===== config.mk =====
export PLATFORM = sky130hd
export DESIGN_NAME = if_fetch_ctrl_flat
export DESIGN_NICKNAME = d
export VERILOG_FILES = /design/src/rtl/if_fetch_ctrl_if.sv /design/src/rtl/if_fetch_ctrl.sv /design/src/flat_wrapper.sv
export SDC_FILE = /design/constraint.sdc
export NUM_CORES = 1
export LEC_CHECK = 0
export ABC_AREA = 1
export BUFFER_PORTS_ARGS = -buffer_cell sky130_fd_sc_hd__buf_2
export CAP_MARGIN = 20
export CORE_MARGIN = 4
export CORE_UTILIZATION = 48
export CTS_CLUSTER_DIAMETER = 40
export CTS_CLUSTER_SIZE = 10
export DETAILED_ROUTE_END_ITERATION = 6
export PLACE_DENSITY = 0.76
export SYNTH_ARGS = -nofsm -noshare
export SYNTH_HDL_FRONTEND = slang
export SYNTH_SLANG_ARGS = --single-unit

===== constraint.sdc =====
create_clock -name clk -period 1.5 [get_ports clk]
set_input_delay 0.3 -clock clk [delete_from_list [all_inputs] [get_ports clk]]
set_output_delay 0.3 -clock clk [all_outputs]
set_load 0.05 [all_outputs]

===== src/rtl/if_fetch_ctrl_if.sv =====
// Instruction memory read bus between the fetch controller and imem.
// The request is held with a stable address until ack; ack may land in the request cycle.
interface if_fetch_ctrl_if;
    logic        req;
    logic [15:0] addr;
    logic        ack;
    logic [15:0] rdata;

    modport master (output req, output addr, input ack, input rdata);
    modport slave  (input req, input addr, output ack, output rdata);
endinterface


===== src/rtl/if_fetch_ctrl.sv =====
// Fetch controller: gates the PC, issues imem reads and loads the IF/ID register.
// A one-entry hold buffer absorbs decode stalls; DRAIN retires a fetch orphaned by a flush.
module if_fetch_ctrl #(
    parameter logic [3:0]  HLT_OPCODE = 4'hF,
    parameter logic [15:0] NOP_INSTR  = 16'h0000
) (
    input  logic                   clk,
    input  logic                   rst_n,
    input  logic [15:0]            pc_in,
    output logic                   pc_stall,
    output logic                   hlt_out,
    if_fetch_ctrl_if.master        mem,
    input  logic                   id_stall,
    input  logic                   flush,
    output logic [15:0]            instr_out,
    output logic [15:0]            instr_pc,
    output logic                   instr_valid
);

    typedef enum logic [2:0] {
        IDLE,
        REQ,
        HOLD,
        DRAIN,
        HALTED
    } state_t;

    state_t      state;
    logic [15:0] hold_data;
    logic [15:0] hold_pc;
    logic [15:0] drain_addr;

    logic        fetch_done;
    logic        hold_rel;
    logic        load;
    logic [15:0] ld_data;
    logic [15:0] ld_pc;
    logic        ld_halt;

    assign fetch_done = (state == REQ) && mem.ack && !id_stall && !flush;
    assign hold_rel   = (state == HOLD) && !id_stall && !flush;
    assign load       = fetch_done || hold_rel;

    assign ld_data = (state == HOLD) ? hold_data : mem.rdata;
    assign ld_pc   = (state == HOLD) ? hold_pc : pc_in;
    assign ld_halt = (ld_data[15:12] == HLT_OPCODE);

    // The PC may advance only when an instruction is consumed or redirected.
    assign pc_stall = !(fetch_done || hold_rel || flush);

    assign mem.req  = (state == REQ) || (state == DRAIN);
    assign mem.addr = (state == DRAIN) ? drain_addr : pc_in;

    always_ff @(posedge clk) begin
        if (!rst_n) begin
            state       <= IDLE;
            instr_out   <= NOP_INSTR;
            instr_pc    <= 16'h0000;
            instr_valid <= 1'b0;
            hlt_out     <= 1'b0;
            hold_data   <= 16'h0000;
            hold_pc     <= 16'h0000;
            drain_addr  <= 16'h0000;
        end else begin
            // Bubble unless a load below overrides; a stalled decode keeps its word.
            if (flush || !id_stall) begin
                instr_valid <= 1'b0;
            end
            if (load) begin
                instr_out   <= ld_data;
                instr_pc    <= ld_pc;
                instr_valid <= 1'b1;
            end

            unique case (state)
                IDLE: begin
                    state <= REQ;
                end
                REQ: begin
                    if (flush) begin
                        if (!mem.ack) begin
                            drain_addr <= pc_in;
                            state      <= DRAIN;
                        end
                    end else if (mem.ack) begin
                        if (!id_stall) begin
                            if (ld_halt) begin
                                state   <= HALTED;
                                hlt_out <= 1'b1;
                            end
                        end else begin
                            hold_data <= mem.rdata;
                            hold_pc   <= pc_in;
                            state     <= HOLD;
                        end
                    end
                end
                HOLD: begin
                    if (flush) begin
                        state <= REQ;
                    end else if (!id_stall) begin
                        if (ld_halt) begin
                            state   <= HALTED;
                            hlt_out <= 1'b1;
                        end else begin
                            state <= REQ;
                        end
                    end
                end
                DRAIN: begin
                    if (!flush && mem.ack) begin
                        state <= REQ;
                    end
                end
                HALTED: begin
                    if (flush) begin
                        hlt_out <= 1'b0;
                        state   <= REQ;
                    end
                end
                default: begin
                    state <= IDLE;
                end
            endcase
        end
    end

endmodule


===== src/flat_wrapper.sv =====
// flat-port wrapper written by rule: the top's interface ports become plain ports
module if_fetch_ctrl_flat 
#(
    parameter logic [3:0]  HLT_OPCODE = 4'hF,
    parameter logic [15:0] NOP_INSTR  = 16'h0000
)
  (clk, rst_n, pc_in, pc_stall, hlt_out, id_stall, flush, instr_out, instr_pc, instr_valid, mem_req, mem_addr, mem_ack, mem_rdata);
  if_fetch_ctrl_if mem_i ();
  input  logic clk;
  input  logic rst_n;
  input  logic [15:0] pc_in;
  output logic pc_stall;
  output logic hlt_out;
  input  logic id_stall;
  input  logic flush;
  output logic [15:0] instr_out;
  output logic [15:0] instr_pc;
  output logic instr_valid;
  output wire logic [$bits(mem_i.req)-1:0] mem_req;
  output wire logic [$bits(mem_i.addr)-1:0] mem_addr;
  input wire logic [$bits(mem_i.ack)-1:0] mem_ack;
  input wire logic [$bits(mem_i.rdata)-1:0] mem_rdata;
  assign mem_req = mem_i.req;
  assign mem_addr = mem_i.addr;
  assign mem_i.ack = mem_ack;
  assign mem_i.rdata = mem_rdata;
  if_fetch_ctrl #(.HLT_OPCODE(HLT_OPCODE), .NOP_INSTR(NOP_INSTR)) u_core (.clk(clk), .rst_n(rst_n), .pc_in(pc_in), .pc_stall(pc_stall), .hlt_out(hlt_out), .mem(mem_i), .id_stall(id_stall), .flush(flush), .instr_out(instr_out), .instr_pc(instr_pc), .instr_valid(instr_valid));
endmodule

==> key figures <==
Run
  – Max-cap violations: 0

Final layout
  – Layout cells sized above 1: 34.9%
  – Multi-input gate area: 1920 sq um
  – Nets: 648
  – Fin area: 5360 sq um
  – Final non-filler cell total: 715
  – Filler instances: 558
  – Final core utilization: 73.5%
  – Area Overhead vs Synth: 47.8%
  – Seq. cell area: 1700 sq um
  – Antenna cells: 0

Placement
  – DP HPWL: 6430 um
  – Port-buffer cells: 88
  – Place WS: -0.112 ns
  – Final Wtd Congestion: 0.831
  – Placed instance area: 4390 sq um
  – Dpl cells: 674

Die
  – I/O Pins: 89
  – Initial core utilization: 49.7%
  – Die Y: 94.9 um
  – Die area: 9010 sq um
  – DIE WIDTH: 94.9 um
  – Core Region: 7290 sq um
  – # rows: 31

Clock network
  – CTS Hold Bufs: 0
  – Clock Latency Late Sink: 0.35 ns
  – TritonCTS Sinks: 85
  – CTS tree: yes
  – Reg clk slew, reported paths: 0.08 ns
  – Clk root buf: clkbuf_8
  – Max clock buf depth: 2
  – Cts bufs inserted: 9
  – H-tree Lvls: 3

Hold path
  – Worst min path class: input pin to register

Critical path
  – CP Launch Type: register
  – CP max FO: 8
  – Kind of critical path: register to output port
  – Slowest cell on crit path: dfxtp_2
  – CP required: 1.20 ns
  – Crit-path cells: inv_2, nor2_4, buf_6, nand2_8, mux2_4, buf_8
  – Critical Path Sink Type: output port
  – Max incr delay on CP: 0.35 ns
  – Critical Path AT: 1.59 ns

STA
  – Actual slew at the worst max-slew pin: 0.304 ns
  – Final worst slack: -0.392 ns
  – Fin. max-slew vios: 0
  – RSZ-0062 raised after global routing: true
  – Crit share post-route: 126%
  – Worst rel slew slack: 79.7%
  – Clk_skew: 0.0101 ns
  – Setup TNS: -13.49 ns
  – Final setup viols: 85
  – Min Hold Slack: 0.191 ns
  – F_max: 529 MHz
  – Final-report hold violation count: 0
  – Post-layout min period: 1.89 ns

Synthesis
  – Syn Nets: 526
  – Synth Register Bits: 85
  – Register area share after synthesis: 46.9%
  – Warning count from the yosys run: 0
  – Top cell type's share of synthesized area: 46.9%
  – Syn avg cell area: 7.42 sq um
  – Synth area leader: dfxtp_1
  – Gate Count Post-Synth: 489
  – Syn Std Cell Area: 3630 sq um
  – Top cells by area, synth: dfxtp_1, nor2_1, nand2_1, o21ai_1, a31oi_1
  – Yosys cell types: 27

Drt
  – Routed wire length: 11200 um
  – Post-route ant nets: 0
  – Initial DRC Count: 233
  – TritonRoute pass-1 iters: 5
  – Routed vias: 3862
  – DRC errors left: 0
  – Via density: 5.40
  – DR WL/cell: 15.7 um

Global route
  – Vias in the first global route: 3509
  – Total grt overflow: 0
  – Global-route wire length before repair: 16600 um
  – Gr usage total: 23.2%
  – Largest net degree at the start of global routing: 40
  – Initial antenna violation count: 0

Power and ir drop
  – Peak VDD IR: 636 uV
  – Tot Pwr: 7.11 mW
  – Pleak: 2.53 nW
  – Pwr Density: 1330 nW/um^2

Run status
  – Status: complete, but fails checks
  – Failing checks: negative setup slack
area by class of cell:
class                           count  area share, %
Timing Repair Buffer              140           25.2
Clock buffer                       11           2.64
Clock inverter                      5          0.654
Tap cell                           99           2.31
Inverter                           19           1.66
Multi-Input combinational cell    356           35.8
Sequential cell                    85           31.8
per-layer routing:
metal  wire length (um)  GRT usage, %  part of all wire, %  up-vias
li1                   -             -                    -     1881
met1               4790          30.8                   43     1810
met2               5480          37.0                   49      153
met3                753          5.10                  6.7       18
met4                204          8.65                  1.8        0
met5                  0             0                    0        -
synthesized netlist by cell type:
master,count
nor3_1,1
nor2_4,1
a211oi_1,1
nand2_2,1
a21boi_0,1
nand3_2,1
buf_2,11
buf_4,3
nand3_1,10
buf_1,1
o21ai_1,65
nand2_1,93
o211ai_1,1
mux2_1,10
a21oi_1,14
clkbuf_1,15
nor2_1,98
inv_1,12
nand4_1,1
o21ai_0,17
nor3_4,1
dfxtp_1,85
mux2_2,6
inv_2,7
nor2_2,2
a31oi_1,28
nand3b_1,3
worst paths after layout:
path / startpoint / endpoint / slack, ns / cells after the start
setup / recovery: u_core.state[0] / mem_addr[1] / -0.39 / 6
hold reg to reg: u_core.hold_data[5] / u_core.instr_out[5] / 0.48 / 2
setup reg to reg: u_core.state[0] / u_core.state[0] / -0.26 / 10
hold / removal: mem_rdata[0] / u_core.hold_data[0] / 0.19 / 3
worst max-delay path: cells and delay by family, from the launching register on:
family | cells | cell delay, ns
buf+inv | 3 | 0.35
flops | 1 | 0.35
mux | 1 | 0.34
simple gates | 2 | 0.21
where the power goes:
group,internal (mW),total (mW),switching [mW]
sequential,2.51,2.66,0.146
clock,0.652,1.49,0.837
combinational,1.18,2.96,1.78
total,4.35,7.11,2.76
cell usage in the layout, fill, tap and decap left out, types with 2 or more instances in the layout:
cell type and n:
nand2_1 91, dfxtp_1 83, nor2_1 74, buf_2 70
o21ai_1 67, a31oi_1 28, buf_6 21, nor2_2 20
buf_4 19, mux2_4 16, a21oi_1 14, o21ai_0 13
inv_1 12, buf_12 12, nand3_1 10, clkbuf_8 10
buf_8 9, nor2_4 7, inv_2 4, buf_16 4
clkbuf_16 4, nand3b_1 3, nand2_8 2, o21ai_2 2
inv_4 2, clkinv_2 2, dfxtp_2 2
state kept, by name (all words and copies together) (netlist names):
name                flops
u_core.drain_addr      16
u_core.hlt_out          1
u_core.hold_data       16
u_core.hold_pc         16
u_core.instr_out       16
u_core.instr_pc        16
u_core.instr_valid      1
u_core.state            3
cell families after synthesis:
family,share of synthesized area [%]
multiplexers,4.97
AO/OA/AOI/OAI,18.7
buffers and inverters,5.76
AND/OR/NAND/NOR,23.6
flip-flops,46.9
repair_timing:
| action | in CTS | in global routing |
|---|---|---|
| resized for setup | 70 | 47 |
| setup buffers | 8 | 5 |
| gates cloned | 6 | 6 |
| setup endpoints to repair | 55 | 102 |
| pin swaps | 6 | 0 |
No activity file was read; power rests on OpenSTA's default activity.
